==> src/rtl/div_clk_monitor_if.sv <==
// Bundle of the monitor's measurement-control and report signals.
// master: the observer side (drives enable/div_in, reads the report).
// slave:  the monitor itself (reads enable/div_in, drives the report).
`timescale 1ns/1ps

interface div_clk_monitor_if #(
    parameter int CNT_W = 8,
    parameter int PER_W = 8
);
    logic             enable;      // measurement enable, synchronous to clk
    logic             div_in;      // divided clock under observation (async data)
    logic [CNT_W-1:0] edge_count;  // rising edges in the last completed window
    logic [PER_W-1:0] period;      // clk cycles between the last two rises
    logic             no_edge;     // last window / arm timeout saw no rise
    logic             freq_ok;     // last window matched the expected period
    logic             meas_valid;  // one-cycle strobe when the report updates

    modport master (
        output enable,
        output div_in,
        input  edge_count,
        input  period,
        input  no_edge,
        input  freq_ok,
        input  meas_valid
    );

    modport slave (
        input  enable,
        input  div_in,
        output edge_count,
        output period,
        output no_edge,
        output freq_ok,
        output meas_valid
    );
endinterface

==> src/rtl/div_clk_monitor.sv <==
// Purpose: counts rising edges of a divided clock over a GATE_LEN-cycle window and measures its period.
// Latency: div_in is seen 2 cycles late (synchroniser); one report per window, >= GATE_LEN+1 cycles apart.
// Backpressure: none; meas_valid is a one-cycle strobe and the report registers hold until the next report.
//
// Ports:
//   clk  - source clock, also the clock of the divider being observed
//   rst  - asynchronous active-low reset
//   mon  - div_clk_monitor_if.slave: enable/div_in in, edge_count/period/no_edge/freq_ok/meas_valid out
`timescale 1ns/1ps

module div_clk_monitor #(
    parameter int GATE_LEN   = 64,
    parameter int CNT_W      = 8,
    parameter int PER_W      = 8,
    parameter int EXP_PERIOD = 2
) (
    input  logic              clk,
    input  logic              rst,
    div_clk_monitor_if.slave  mon
);

    localparam logic [1:0] ST_IDLE    = 2'd0;
    localparam logic [1:0] ST_ARM     = 2'd1;
    localparam logic [1:0] ST_MEASURE = 2'd2;
    localparam logic [1:0] ST_REPORT  = 2'd3;

    // Index of the final cycle of a window / arm timeout.
    localparam logic [15:0]      LAST_CYC = 16'(GATE_LEN - 1);
    localparam logic [CNT_W-1:0] CNT_MAX  = '1;
    localparam logic [PER_W-1:0] PER_MAX  = '1;
    localparam logic [PER_W-1:0] EXP_PER  = PER_W'(EXP_PERIOD);

    logic             sync1, sync2, sync3;
    logic             rise;
    logic [1:0]       state, state_nxt;
    logic [15:0]      arm_cnt;
    logic [15:0]      gate_cnt;
    logic [PER_W-1:0] per_cnt;
    logic [CNT_W-1:0] edge_cnt;
    logic [PER_W-1:0] last_per;

    logic [CNT_W-1:0] edge_cnt_inc;
    logic [PER_W-1:0] per_cnt_inc;
    logic [CNT_W-1:0] meas_edge_nxt;
    logic [PER_W-1:0] meas_per_nxt;

    logic [CNT_W-1:0] edge_count_q;
    logic [PER_W-1:0] period_q;
    logic             no_edge_q;
    logic             freq_ok_q;

    // sync2 is the first metastability-safe copy; sync3 only exists to find the edge.
    assign rise = sync2 & ~sync3;

    // Saturating increments shared by the period and edge counters.
    assign edge_cnt_inc = (edge_cnt == CNT_MAX) ? edge_cnt : edge_cnt + 1'b1;
    assign per_cnt_inc  = (per_cnt  == PER_MAX) ? per_cnt  : per_cnt  + 1'b1;

    // Counter values as they will stand after this MEASURE cycle, so a rise in
    // the final window cycle is already included when the report loads.
    assign meas_edge_nxt = rise ? edge_cnt_inc : edge_cnt;
    assign meas_per_nxt  = rise ? per_cnt_inc  : last_per;

    always_comb begin
        state_nxt = state;
        case (state)
            ST_IDLE: begin
                if (mon.enable) state_nxt = ST_ARM;
            end
            ST_ARM: begin
                if (!mon.enable)              state_nxt = ST_IDLE;
                else if (rise)                state_nxt = ST_MEASURE;
                else if (arm_cnt == LAST_CYC) state_nxt = ST_REPORT;
            end
            ST_MEASURE: begin
                if (!mon.enable)               state_nxt = ST_IDLE;
                else if (gate_cnt == LAST_CYC) state_nxt = ST_REPORT;
            end
            ST_REPORT: begin
                // A rise during the report cycle re-arms immediately.
                if (!mon.enable) state_nxt = ST_IDLE;
                else if (rise)   state_nxt = ST_MEASURE;
                else             state_nxt = ST_ARM;
            end
            default: state_nxt = ST_IDLE;
        endcase
    end

    always_ff @(posedge clk or negedge rst) begin
        if (!rst) begin
            sync1        <= 1'b0;
            sync2        <= 1'b0;
            sync3        <= 1'b0;
            state        <= ST_IDLE;
            arm_cnt      <= '0;
            gate_cnt     <= '0;
            per_cnt      <= '0;
            edge_cnt     <= '0;
            last_per     <= '0;
            edge_count_q <= '0;
            period_q     <= '0;
            no_edge_q    <= 1'b0;
            freq_ok_q    <= 1'b0;
        end else begin
            sync1 <= mon.div_in;
            sync2 <= sync1;
            sync3 <= sync2;
            state <= state_nxt;

            case (state)
                ST_ARM: begin
                    arm_cnt  <= arm_cnt + 16'd1;
                    gate_cnt <= '0;
                    per_cnt  <= '0;
                    edge_cnt <= '0;
                    last_per <= '0;
                    // Arm timeout: report a dead divider.
                    if (state_nxt == ST_REPORT) begin
                        edge_count_q <= '0;
                        period_q     <= '0;
                        no_edge_q    <= 1'b1;
                        freq_ok_q    <= 1'b0;
                    end
                end
                ST_MEASURE: begin
                    arm_cnt  <= '0;
                    gate_cnt <= gate_cnt + 16'd1;
                    per_cnt  <= rise ? '0 : per_cnt_inc;
                    edge_cnt <= meas_edge_nxt;
                    last_per <= meas_per_nxt;
                    if (state_nxt == ST_REPORT) begin
                        edge_count_q <= meas_edge_nxt;
                        period_q     <= meas_per_nxt;
                        no_edge_q    <= (meas_edge_nxt == '0);
                        freq_ok_q    <= (meas_per_nxt == EXP_PER) && (meas_edge_nxt != '0);
                    end
                end
                default: begin
                    // IDLE and REPORT: start the next window from clean counters.
                    arm_cnt  <= '0;
                    gate_cnt <= '0;
                    per_cnt  <= '0;
                    edge_cnt <= '0;
                    last_per <= '0;
                end
            endcase
        end
    end

    assign mon.edge_count = edge_count_q;
    assign mon.period     = period_q;
    assign mon.no_edge    = no_edge_q;
    assign mon.freq_ok    = freq_ok_q;
    assign mon.meas_valid = (state == ST_REPORT);

endmodule
==> src/flat_wrapper.sv <==
// flat-port wrapper written by rule: the top's interface ports become plain ports
module div_clk_monitor_flat 
#(
    parameter int GATE_LEN   = 64,
    parameter int CNT_W      = 8,
    parameter int PER_W      = 8,
    parameter int EXP_PERIOD = 2
)
  (clk, rst, mon_enable, mon_div_in, mon_edge_count, mon_period, mon_no_edge, mon_freq_ok, mon_meas_valid);
  div_clk_monitor_if #(.CNT_W(CNT_W), .PER_W(PER_W)) mon_i ();
  input  logic clk;
  input  logic rst;
  input wire logic [$bits(mon_i.enable)-1:0] mon_enable;
  input wire logic [$bits(mon_i.div_in)-1:0] mon_div_in;
  output wire logic [$bits(mon_i.edge_count)-1:0] mon_edge_count;
  output wire logic [$bits(mon_i.period)-1:0] mon_period;
  output wire logic [$bits(mon_i.no_edge)-1:0] mon_no_edge;
  output wire logic [$bits(mon_i.freq_ok)-1:0] mon_freq_ok;
  output wire logic [$bits(mon_i.meas_valid)-1:0] mon_meas_valid;
  assign mon_i.enable = mon_enable;
  assign mon_i.div_in = mon_div_in;
  assign mon_edge_count = mon_i.edge_count;
  assign mon_period = mon_i.period;
  assign mon_no_edge = mon_i.no_edge;
  assign mon_freq_ok = mon_i.freq_ok;
  assign mon_meas_valid = mon_i.meas_valid;
  div_clk_monitor #(.GATE_LEN(GATE_LEN), .CNT_W(CNT_W), .PER_W(PER_W), .EXP_PERIOD(EXP_PERIOD)) u_core (.clk(clk), .rst(rst), .mon(mon_i));
endmodule
==> config.mk <==
export PLATFORM = sky130hd
export DESIGN_NAME = div_clk_monitor_flat
export DESIGN_NICKNAME = d
export VERILOG_FILES = /design/src/rtl/div_clk_monitor_if.sv /design/src/rtl/div_clk_monitor.sv /design/src/flat_wrapper.sv
export SDC_FILE = /design/constraint.sdc
export NUM_CORES = 1
export LEC_CHECK = 0
export ABC_AREA = 1
export ABC_CLOCK_PERIOD_IN_PS = 4140
export CORE_MARGIN = 3
export CORE_UTILIZATION = 64
export CTS_CLUSTER_DIAMETER = 80
export DETAILED_ROUTE_END_ITERATION = 7
export MAX_ROUTING_LAYER = met4
export PLACE_DENSITY = 0.85
export REMOVE_ABC_BUFFERS = 1
export SETUP_SLACK_MARGIN = 0.2
export SLEW_MARGIN = 25
export SYNTH_ARGS = -nofsm -noshare
export SYNTH_HDL_FRONTEND = slang
export SYNTH_SLANG_ARGS = --single-unit
==> constraint.sdc <==
create_clock -name clk -period 4.14 [get_ports clk]
set_input_delay 0.828 -clock clk [delete_from_list [all_inputs] [get_ports clk]]
set_output_delay 0.828 -clock clk [all_outputs]
set_load 0.02 [all_outputs]
# Word-level counts from Yosys, hierarchy flattened
# Cells that the tools add are included.
[totals] register_bits=79 out_inout_bits=19 elab_cells=66
[op_classes] n_addsub=4 n_eq_ne=11 n_mux=30 bitwise=2 n_reduce_logical=6
[op_table] cell="$mux 8" n=11
[op_table] cell="$add 16x1->16 const B" n=2
[op_table] cell="$eq 16x6->1 const B" n=2
[op_table] cell="$mux 16" n=2
[op_table] cell="$pmux 8 s2" n=2
[op_table] cell="$add 8x1->8 const B" n=2
[op_table] cell="$eq 8x8->1 const B" n=2
[op_table] cell="$mux 2" n=8
[op_table] cell="$eq 8x2->1 const B" n=1
[op_table] cell="$logic_not 8->1" n=1
[op_table] cell="$pmux 2 s4" n=1
[op_table] cell="$reduce_bool 8->1" n=1
[op_table] cell="$eq 2x2->1 const B" n=3
[op_table] cell="$mux 1" n=4
[op_table] cell="$ne 2x1->1 const B" n=2
[op_table] cell="$pmux 1 s2" n=2
[op_table] cell="$reduce_and 3->1" n=1
[op_table] cell="$eq 2x1->1 const B" n=1
[op_table] cell="$logic_not 2->1" n=1
[op_table] cell="$reduce_bool 2->1" n=1
[op_table] cell="$and 1x1->1" n=1
[op_table] cell="$logic_and 1x1->1" n=1
[op_table] cell="$not 1->1" n=1

# Depth between registers and ports, before layout
# Gate-level depths: netlist of run 1.
[logic_depth] depth_word=8 ltp_mapped=17

# Least setup slack after synthesis of run 1
# No wires, ideal clock.
[synth_path] kind="in2reg" start="in mon_enable" end="reg u_core.edge_count_q[7], in the netlist u_core.mon.edge_count[7]" arrival_time_ps=1730 required_ps=4023 setup_slack_ps=2293 cell_stages=12 path_cell_list="inv_1 -> nor3_1 -> nand2_1 -> nand3_1 -> nand2_1 -> inv_2 -> nand2_4 -> nand2_8 -> nand2_8 -> buf_6 -> nand2_1 -> nand2_1"
[synth_via] elab_chain_len=5 elab_cells_between_ends=9 cone_classes="3 x eq/ne; 5 x mux; 1 x reduce/logical"
[synth_lines] item="start: declaration" line_no="flat_wrapper.sv:13" text="input wire logic [$bits(mon_i.enable)-1:0] mon_enable;"
[synth_lines] item="$mux 2, on equally long branches"
[synth_lines] item="$pmux 2 s4 *" line_no="div_clk_monitor.sv:66" text="case (state)"
[synth_lines] item="via u_core.state_nxt[0]" line_no="div_clk_monitor.sv:35" text="logic [1:0] state, state_nxt;"
[synth_lines] item="$eq 2x2->1 *" line_no="div_clk_monitor.sv:118, div_clk_monitor.sv:131"
[synth_lines] item="$ne 2x1->1 (no line)"
[synth_lines] item="$reduce_and 3->1 (no line) *"
[synth_lines] item="end signal: assignment" line_no="div_clk_monitor.sv:132" text="edge_count_q <= meas_edge_nxt;"
[synth_lines] item="end: declaration" line_no="div_clk_monitor.sv:47" text="logic [CNT_W-1:0] edge_count_q;"
# Mark *: on every way through the listed nets, which the timed path passes. The rest lies on a longest branch.
# A chain may end at the register's enable or synchronous reset.

# Final worst setup path of run 1
[layout_path] start="reg u_core.state[1]" end="out mon_meas_valid"
[layout_via] elab_chain_len=1
[layout_lines] item="start: declaration" line_no="div_clk_monitor.sv:35"
[layout_lines] item="start signal: assignment" line_no="div_clk_monitor.sv:108" text="state <= state_nxt;"
[layout_lines] item="$eq 2x2->1" line_no="div_clk_monitor.sv:154" text="assign mon.meas_valid = (state == ST_REPORT);"
[layout_lines] item="end: declaration" line_no="flat_wrapper.sv:19" text="output wire logic [$bits(mon_i.meas_valid)-1:0] mon_meas_valid;"
# Every way passes these cells.

==> impl_results.md, run 1 <==
* Yosys warns at 0
* Met1 Use GR at 30.6%
* Yosys top cell by area: dfrtp_1
* CTS Buffer Depth at 2
* Fin. max-slew vios at 0
* CP arrival at 1.66 ns
* Worst VDD drop at 0.000287 V
* Grt total ovfl at 0
* Setup bufs post-CTS at 0
* Post-Syn Area per Cell at 8.01 um2
* CTS tree: done
* Syn Inst Count at 496
* GRT met3 Usage at 5.79%
* Hold Path Sink: u_core.sync2$_DFF_PN0_
* Rows at 28
* Starting Density at 66.7%
* CP Depth at 2
* Launching point of the worst reg2reg path: u_core.state[0]$_DFF_PN0_
* Crit. End Element: output pin
* Reg2Reg Depth at 8
* Core area at 0.00596 mm2
* Asr flop ratio synth at 100%
* Fraction of layout cells with a size suffix above 1 at 7.24%
* Antenna Cells at 0
* Cell Area, Synth at 0.00397 mm2
* Clock Latency Late Sink at 0.35 ns
* Cell Int Power at 1.18 mW
* Fmax at 0.402 GHz
* PwrDens at 397 mW/mm2
* Die H at 84.8 um
* GR Util All Layers at 25.0%
* Vias per inst at 5.44
* Synth Flop Type: dfrtp_1
* Critical path launch point type: flip-flop
* Setup-failing EPs final at 0
* WL/cell at 13.0 um
* Minimum clock period at 2.49 ns
* First-pass GRT wire length at 14,000 um
* Post-synth EDFFs at 0
* Final hold vios at 0
* R2R Path End: u_core.mon.edge_count[6]$_DFFE_PN0P_
* WP data required at 3.31 ns
* Die area at 0.00719 mm2
* I/O pin cnt at 23
* Status: finished, final reports clean
* DR pass1 iterations at 5
* Final WL at 7780 um
* Psw at 0.577 mW
* Largest net degree at the start of global routing at 80
* CP peak stage delay at 0.63 ns
* Clk sinks at 79
* Worst Skew at 0.00727 ns
* #FFs+latches synth at 79
* Tcrit/Tclk final at 60.1%
* Met2 GRT Util at 40.0%
* Crit-path max FO at 5
* Relative slew slack at 42.8%
* Setup TNS at 0 ns
* Nets at 533
* CP top delay family: buffers and inverters
* Logic pwr share at 23.3%
* H-tree levels at 3
* Busiest layer in global routing: met2
* Hpwl dp at 5400 um
* Clock edge transition at the registers on the reported setup and hold paths at 0.07 ns
* Worst-path cell chain: ha_1 > clkdlybuf4s50_1
* Hold Crit Start: u_core.sync1$_DFF_PN0_
* # hold bufs at CTS at 0
* Post-place setup slack at 1.61 ns
* GPL Wtd Cong at 0.883
* First DRT Iteration DRCs at 228
* Area Growth Syn to Fin at 11.6%
* Clock buffers created by TritonCTS at 9
* Ranking of synthesized cells by area: dfrtp_1 (50%), nand2_1 (13%), nor2_1 (5.9%), nand3_1 (5.4%), inv_1 (4.7%)
* Register area share after synthesis at 49.8%
* Remaining DRCs at 0
* I/O Buffers at 22
* Sequential share of power at 46.8%
* Clock root cell: clkbuf_8
* Vias in the first global route at 3,217
* Count leader, synth: nand2_1
* Leak at 2.18 nW
* Crit path kind: reg -> out
* Reg2Reg Setup Slack at 1.82 ns
* RSZ-0062 raised after global routing: false
* Final worst slack at 1.65 ns
* Vias at 3,266
* Slowest stage cell on the critical path: clkdlybuf4s50_1
* Max-cap viol count at 0
* Clock network power share at 29.9%
* Worst path bufs/invs at 1
* Min-delay worst type: reg -> reg
* Post-synth cell types at 37
* Die Span X at 84.8 um
* Slew at the pin closest to its max-slew limit at 0.857 ns
* Switch share at 32.8%
* Final antenna-violating net count at 0
* Worst Hold Depth at 0
* Top cells by instance count after synthesis: nand2_1 (138), dfrtp_1 (79), nor2_1 (62), inv_1 (50), nand3_1 (43)
* Antenna violations before repair at 0
* Resized Gates After CTS at 0
* Synth top area share at 49.8%
-- layout make-up --
| cell class | count | area, um2 |
|---|---|---|
| Clock buffer | 12 | 165 |
| Clock inverter | 3 | 17.5 |
| Fill cell | 441 | 1520 |
| Inverter | 55 | 206 |
| Multi-Input combinational cell | 352 | 1730 |
| Sequential cell | 79 | 1980 |
| Tap cell | 75 | 93.8 |
| Timing Repair Buffer | 24 | 245 |
-- power by group through the flow --
stage	logic [mW]	registers [mW]	clock network [mW]
2_1_floorplan	0.282	0.842	0
3_3_place_gp	0.396	0.835	0
3_5_place_dp	0.407	0.837	0
4_1_cts	0.410	0.823	0.541
5_1_grt	0.462	0.827	0.572
6_report	0.410	0.823	0.527
-- registers in the layout, indices dropped and copies added (netlist names), 2 cells and up --
signal	cells
u_core.arm_cnt	16
u_core.edge_cnt	8
u_core.gate_cnt	16
u_core.last_per	8
u_core.mon.edge_count	8
u_core.mon.period	8
u_core.per_cnt	8
u_core.state	2
-- worst max-delay path by stage --
stage / end / start / slack (ns)
floorplan: u_core.mon.freq_ok$_DFFE_PN0P_ / u_core.state[0]$_DFF_PN0_ / 2.09
global placement: u_core.mon.period[1]$_DFFE_PN0P_ / mon_enable / 1.69
detailed placement: u_core.mon.edge_count[6]$_DFFE_PN0P_ / mon_enable / 1.61
CTS: mon_meas_valid / u_core.state[1]$_DFF_PN0_ / 1.64
global route: u_core.mon.edge_count[1]$_DFFE_PN0P_ / u_core.state[0]$_DFF_PN0_ / 1.56
finish: mon_meas_valid / u_core.state[1]$_DFF_PN0_ / 1.65
-- routing by layer --
| layer | vias to the layer above | routed length (um) |
|---|---|---|
| met5 | - | 0 |
| met4 | 0 | 162 |
| met3 | 18 | 343 |
| met2 | 70 | 3810 |
| met1 | 1530 | 3460 |
| li1 | 1648 | - |
-- cell usage in the layout, fill, tap and decap left out, types with 2 or more instances in the layout --
| cell | count |
|---|---|
| nand2_1 | 138 |
| dfrtp_1 | 79 |
| nor2_1 | 62 |
| inv_1 | 50 |
| nand3_1 | 43 |
| a21oi_1 | 23 |
| clkdlybuf4s50_1 | 21 |
| o21ai_0 | 17 |
| nand4_1 | 12 |
| clkbuf_8 | 12 |
| nor3_1 | 9 |
| ha_1 | 8 |
| a31oi_1 | 5 |
| xnor2_1 | 4 |
| inv_2 | 3 |
| nand2_2 | 3 |
| o21bai_1 | 3 |
| and3_1 | 3 |
| xor2_1 | 3 |
| clkinv_1 | 2 |
| nor2_2 | 2 |
| nand2_4 | 2 |
| nor2_4 | 2 |
| nand3_2 | 2 |
| nand2_8 | 2 |
| clkinv_2 | 2 |
| buf_4 | 2 |
-- stage by stage --
| step | util [%] | hold WS (ns) | cells | area [um2] | power, mW |
|---|---|---|---|---|---|
| floorplan | - | 0.331 | 486 | 3910 | 1.12 |
| CTS | 74.1 | 0.355 | 599 | 4410 | 1.77 |
| global placement | 71.0 | 0.333 | 584 | 4230 | 1.23 |
| finish | 74.4 | 0.354 | 600 | 4430 | 1.76 |
| global route | 74.4 | 0.364 | 600 | 4430 | 1.86 |
| detailed placement | 71.0 | 0.339 | 584 | 4230 | 1.24 |
-- kinds of logic (layout without fill, tap and decap cells) --
group                    count (synthesis)  in the layout  share of synthesized area, %
AND/OR/NAND/NOR                        285            285                          32.3
XOR/XNOR                                 7              7                          1.54
AO/OA/AOI/OAI                           52             52                          7.18
adder cells (fa/ha/maj)                  8              8                          2.52
flip-flops                              79             79                          49.8
buffers and inverters                   65             94                          6.71
No activity file was read; power rests on OpenSTA's default activity.
==> inputs of run 2 (changes only) <==
--- a/config.mk
+++ b/config.mk
@@ -6,13 +6,13 @@
 export NUM_CORES = 1
 export LEC_CHECK = 0
 export ABC_AREA = 1
-export ABC_CLOCK_PERIOD_IN_PS = 4140
+export ABC_CLOCK_PERIOD_IN_PS = 2150
 export CORE_MARGIN = 3
-export CORE_UTILIZATION = 64
+export CORE_UTILIZATION = 54
 export CTS_CLUSTER_DIAMETER = 80
 export DETAILED_ROUTE_END_ITERATION = 7
 export MAX_ROUTING_LAYER = met4
-export PLACE_DENSITY = 0.85
+export PLACE_DENSITY = 0.76
 export REMOVE_ABC_BUFFERS = 1
 export SETUP_SLACK_MARGIN = 0.2
 export SLEW_MARGIN = 25
==> constraint.sdc (replaced) <==
create_clock -name clk -period 2.15 [get_ports clk]
set_input_delay 0.43 -clock clk [delete_from_list [all_inputs] [get_ports clk]]
set_output_delay 0.43 -clock clk [all_outputs]
set_load 0.02 [all_outputs]
==> run 2 against run 1 <==
  * Worst setup slack got worse by 1.5 ns
  * Largest power group unchanged
  * Clock skew increased by 0.00075 ns
  * Sequential share of layout area decreased by 3.2 points
  * Hold slack got worse by 0.34 ns
  * Critical path type is now reg -> reg
  * Utilization fell by 5.6 points
  * First-iteration DRC count decreased by 12%
  * Combinational power increased to 2.8 times the previous value
  * Sequential power increased by 93%
  * Register-to-register slack got worse by 1.6 ns
  * Non-clock buffer count is 18 higher
  * Via count is 3.5% higher
==> impl_results.md, run 2 (synthesis gave the netlist of run 1 again) <==
* CTS tree: done
* I/O pin cnt at 23 (unchanged)
* Most frequent CP cell: nand2_1
* H-tree levels at 3 (unchanged)
* Crit path kind: reg -> reg
* Final hold vios at 0 (unchanged)
* Met2 GRT Util at 32.8% (-7.2 points)
* CP arrival at 2.27 ns (+0.61 ns)
* Final antenna-violating net count at 0 (unchanged)
* Vias at 3,380 (+3.5%)
* Starting Density at 57.2% (-9.5 points)
* Die Span X at 91.8 um (+8.2%)
* Worst-path cell chain: ha_1 > nand2_1 > nor2_4 > nand2_1 > nand2_1 > nand3_1 > o21ai_0 > nand3_1 > nor2_1 > nand3_1 > nor2_1 > nand2_1 > nand2_1
* Fin. max-slew vios at 0 (unchanged)
* PwrDens at 818 mW/mm2 (+110%)
* Crit-path max FO at 4 (-1)
* Busiest layer in global routing: met2
* GPL Wtd Cong at 0.823 (-6.9%)
* Total power at 3.91 mW (+120%)
* Setup-failing EPs final at 0 (unchanged)
* I/O Buffers at 22 (unchanged)
* Commonest non-fill, non-tap cell in the layout: nand2_1
* Hpwl dp at 5560 um (+2.8%)
* Clock edge transition at the registers on the reported setup and hold paths at 0.08 ns (about the same)
* Most frequent cells in the layout: nand2_1 (132), dfrtp_1 (78), nor2_1 (59), inv_1 (47), nand3_1 (41)
* CP peak stage delay at 0.38 ns (-0.25 ns)
* Max-cap viol count at 0 (unchanged)
* Core area at 0.00694 mm2 (+17%)
* RSZ-0062 raised after global routing: true
* Remaining DRCs at 0 (unchanged)
* Clock buffers created by TritonCTS at 9 (unchanged)
* First-pass GRT wire length at 13,800 um (-1.5%)
* Area Growth Syn to Fin at 20.3%
* Die H at 91.8 um (+8.2%)
* WHS at 0.0134 ns (-0.340 ns)
* Clock Latency Late Sink at 0.36 ns (about the same)
* Clock root cell: clkbuf_8
* GR Util All Layers at 20.5% (-4.5 points)
* Vias in the first global route at 3,173 (-1.4%)
* Fmax at 0.508 GHz
* First DRT Iteration DRCs at 200 (-12%)
* Crit. End Element: flip-flop
* Worst VDD drop at 0.000472 V (+64%)
* Tcrit/Tclk final at 91.6%
* Slowest stage cell on the critical path: dfrtp_1
* Fraction of layout cells with a size suffix above 1 at 14.2% (+6.9 points)
* Critical path launch point type: flip-flop
* Clk sinks at 79 (unchanged)
* WP data required at 2.45 ns (-0.86 ns)
* Min-delay worst type: in -> async
* Vias per inst at 5.29 (-2.8%)
* Minimum clock period at 1.97 ns
* Largest net degree at the start of global routing at 36 (-55%)
* Top Registers: u_core.arm_cnt: 16 flops, u_core.gate_cnt: 16 flops
* Nets at 552 (+3.6%)
* Status: finished, final reports clean
* Antenna Cells at 0 (unchanged)
* Antenna violations before repair at 0 (unchanged)
* Setup TNS at 0 ns (unchanged)
* Leak at 2.32 nW (+6.3%)
* Die area at 0.00842 mm2 (+17%)
* Grt total ovfl at 0 (unchanged)
* WL/cell at 13.4 um (+3.1%)
* DR pass1 iterations at 4 (-1)
* Rows at 30 (+7.1%)
* Slew at the pin closest to its max-slew limit at 0.584 ns (-0.273 ns)
* Relative slew slack at 61.1% (+18 points)
* Final WL at 8540 um (+9.8%)
* GRT met3 Usage at 4.02% (-1.8 points)
* Worst Skew at 0.00802 ns (+0.000748 ns)
* Met1 Use GR at 25.7% (-4.9 points)
* CTS Buffer Depth at 2 (unchanged)
-- run 2: cell types whose count changed in the layout (fill, tap and decap cells not counted), moves of 4 or more --
cell,delta
ha_1,-5
ha_2,+4
nand2_1,-6
buf_4,+14
nand2_2,+5
-- run 2: critical path, delay by kind of cell, from the launching register on --
family,cells,cell delay [ns]
AND/OR/NAND/NOR,11,1.20
flip-flops,1,0.38
adder cells (fa/ha/maj),1,0.19
AO/OA/AOI/OAI,1,0.14
-- run 2: final cells by class --
type | instances | area (um2)
fillers | 530 | 2170
flip-flops and latches | 79 | 1980
well taps | 96 | 120
clock buffers | 10 | 128
clock inverters | 4 | 72.6
inverters | 55 | 209
multi-input cells | 353 | 1840
repair buffers | 42 | 430
-- run 2: worst paths after layout --
check,from,end,slack (ns),cells after the start
max,u_core.per_cnt[1]$_DFF_PN0_,u_core.mon.freq_ok$_DFFE_PN0P_,0.18,13
min in group clk,u_core.sync1$_DFF_PN0_,u_core.sync2$_DFF_PN0_,0.36,0
min reg2reg,u_core.sync1$_DFF_PN0_,u_core.sync2$_DFF_PN0_,0.36,0
max reg2reg,u_core.per_cnt[1]$_DFF_PN0_,u_core.mon.freq_ok$_DFFE_PN0P_,0.18,13
min,rst,u_core.arm_cnt[11]$_DFF_PN0_,0.01,1
max in group asynchronous,rst,u_core.arm_cnt[5]$_DFF_PN0_,1.54,2
-- run 2: power by group --
group | switching (mW) | total (mW) | leakage [nW] | internal [mW]
logic | 0.693 | 1.15 | 1.13 | 0.457
registers | 0.0507 | 1.59 | 1.09 | 1.54
clock network | 0.525 | 1.16 | 0.0982 | 0.639
total | 1.27 | 3.91 | 2.32 | 2.64
-- run 2: layer usage --
metal  routed length (um)  part of all wire, %
met4                  133                  1.6
met2                 4220                   49
met5                    0                    0
met3                  366                  4.3
met1                 3820                   45
-- run 2: timing repair --
item	CTS	global route
setup buffers	0	9
setup endpoints to repair	2	28
hold buffers	0	0
cloned	0	3
pin swaps	1	3
resized for setup	1	31
-- run 2: stage by stage --
stage               setup slack (ns)  utilization (%)  instance area [um2]  instances
detailed placement            0.0485             62.3                 4330        613
global route                  0.0634             68.8                 4780        639
global placement              0.0927             62.3                 4330        613
finish                         0.180             68.8                 4780        639
CTS                            0.204             65.2                 4530        627
floorplan                     0.0977                -                 3910        486
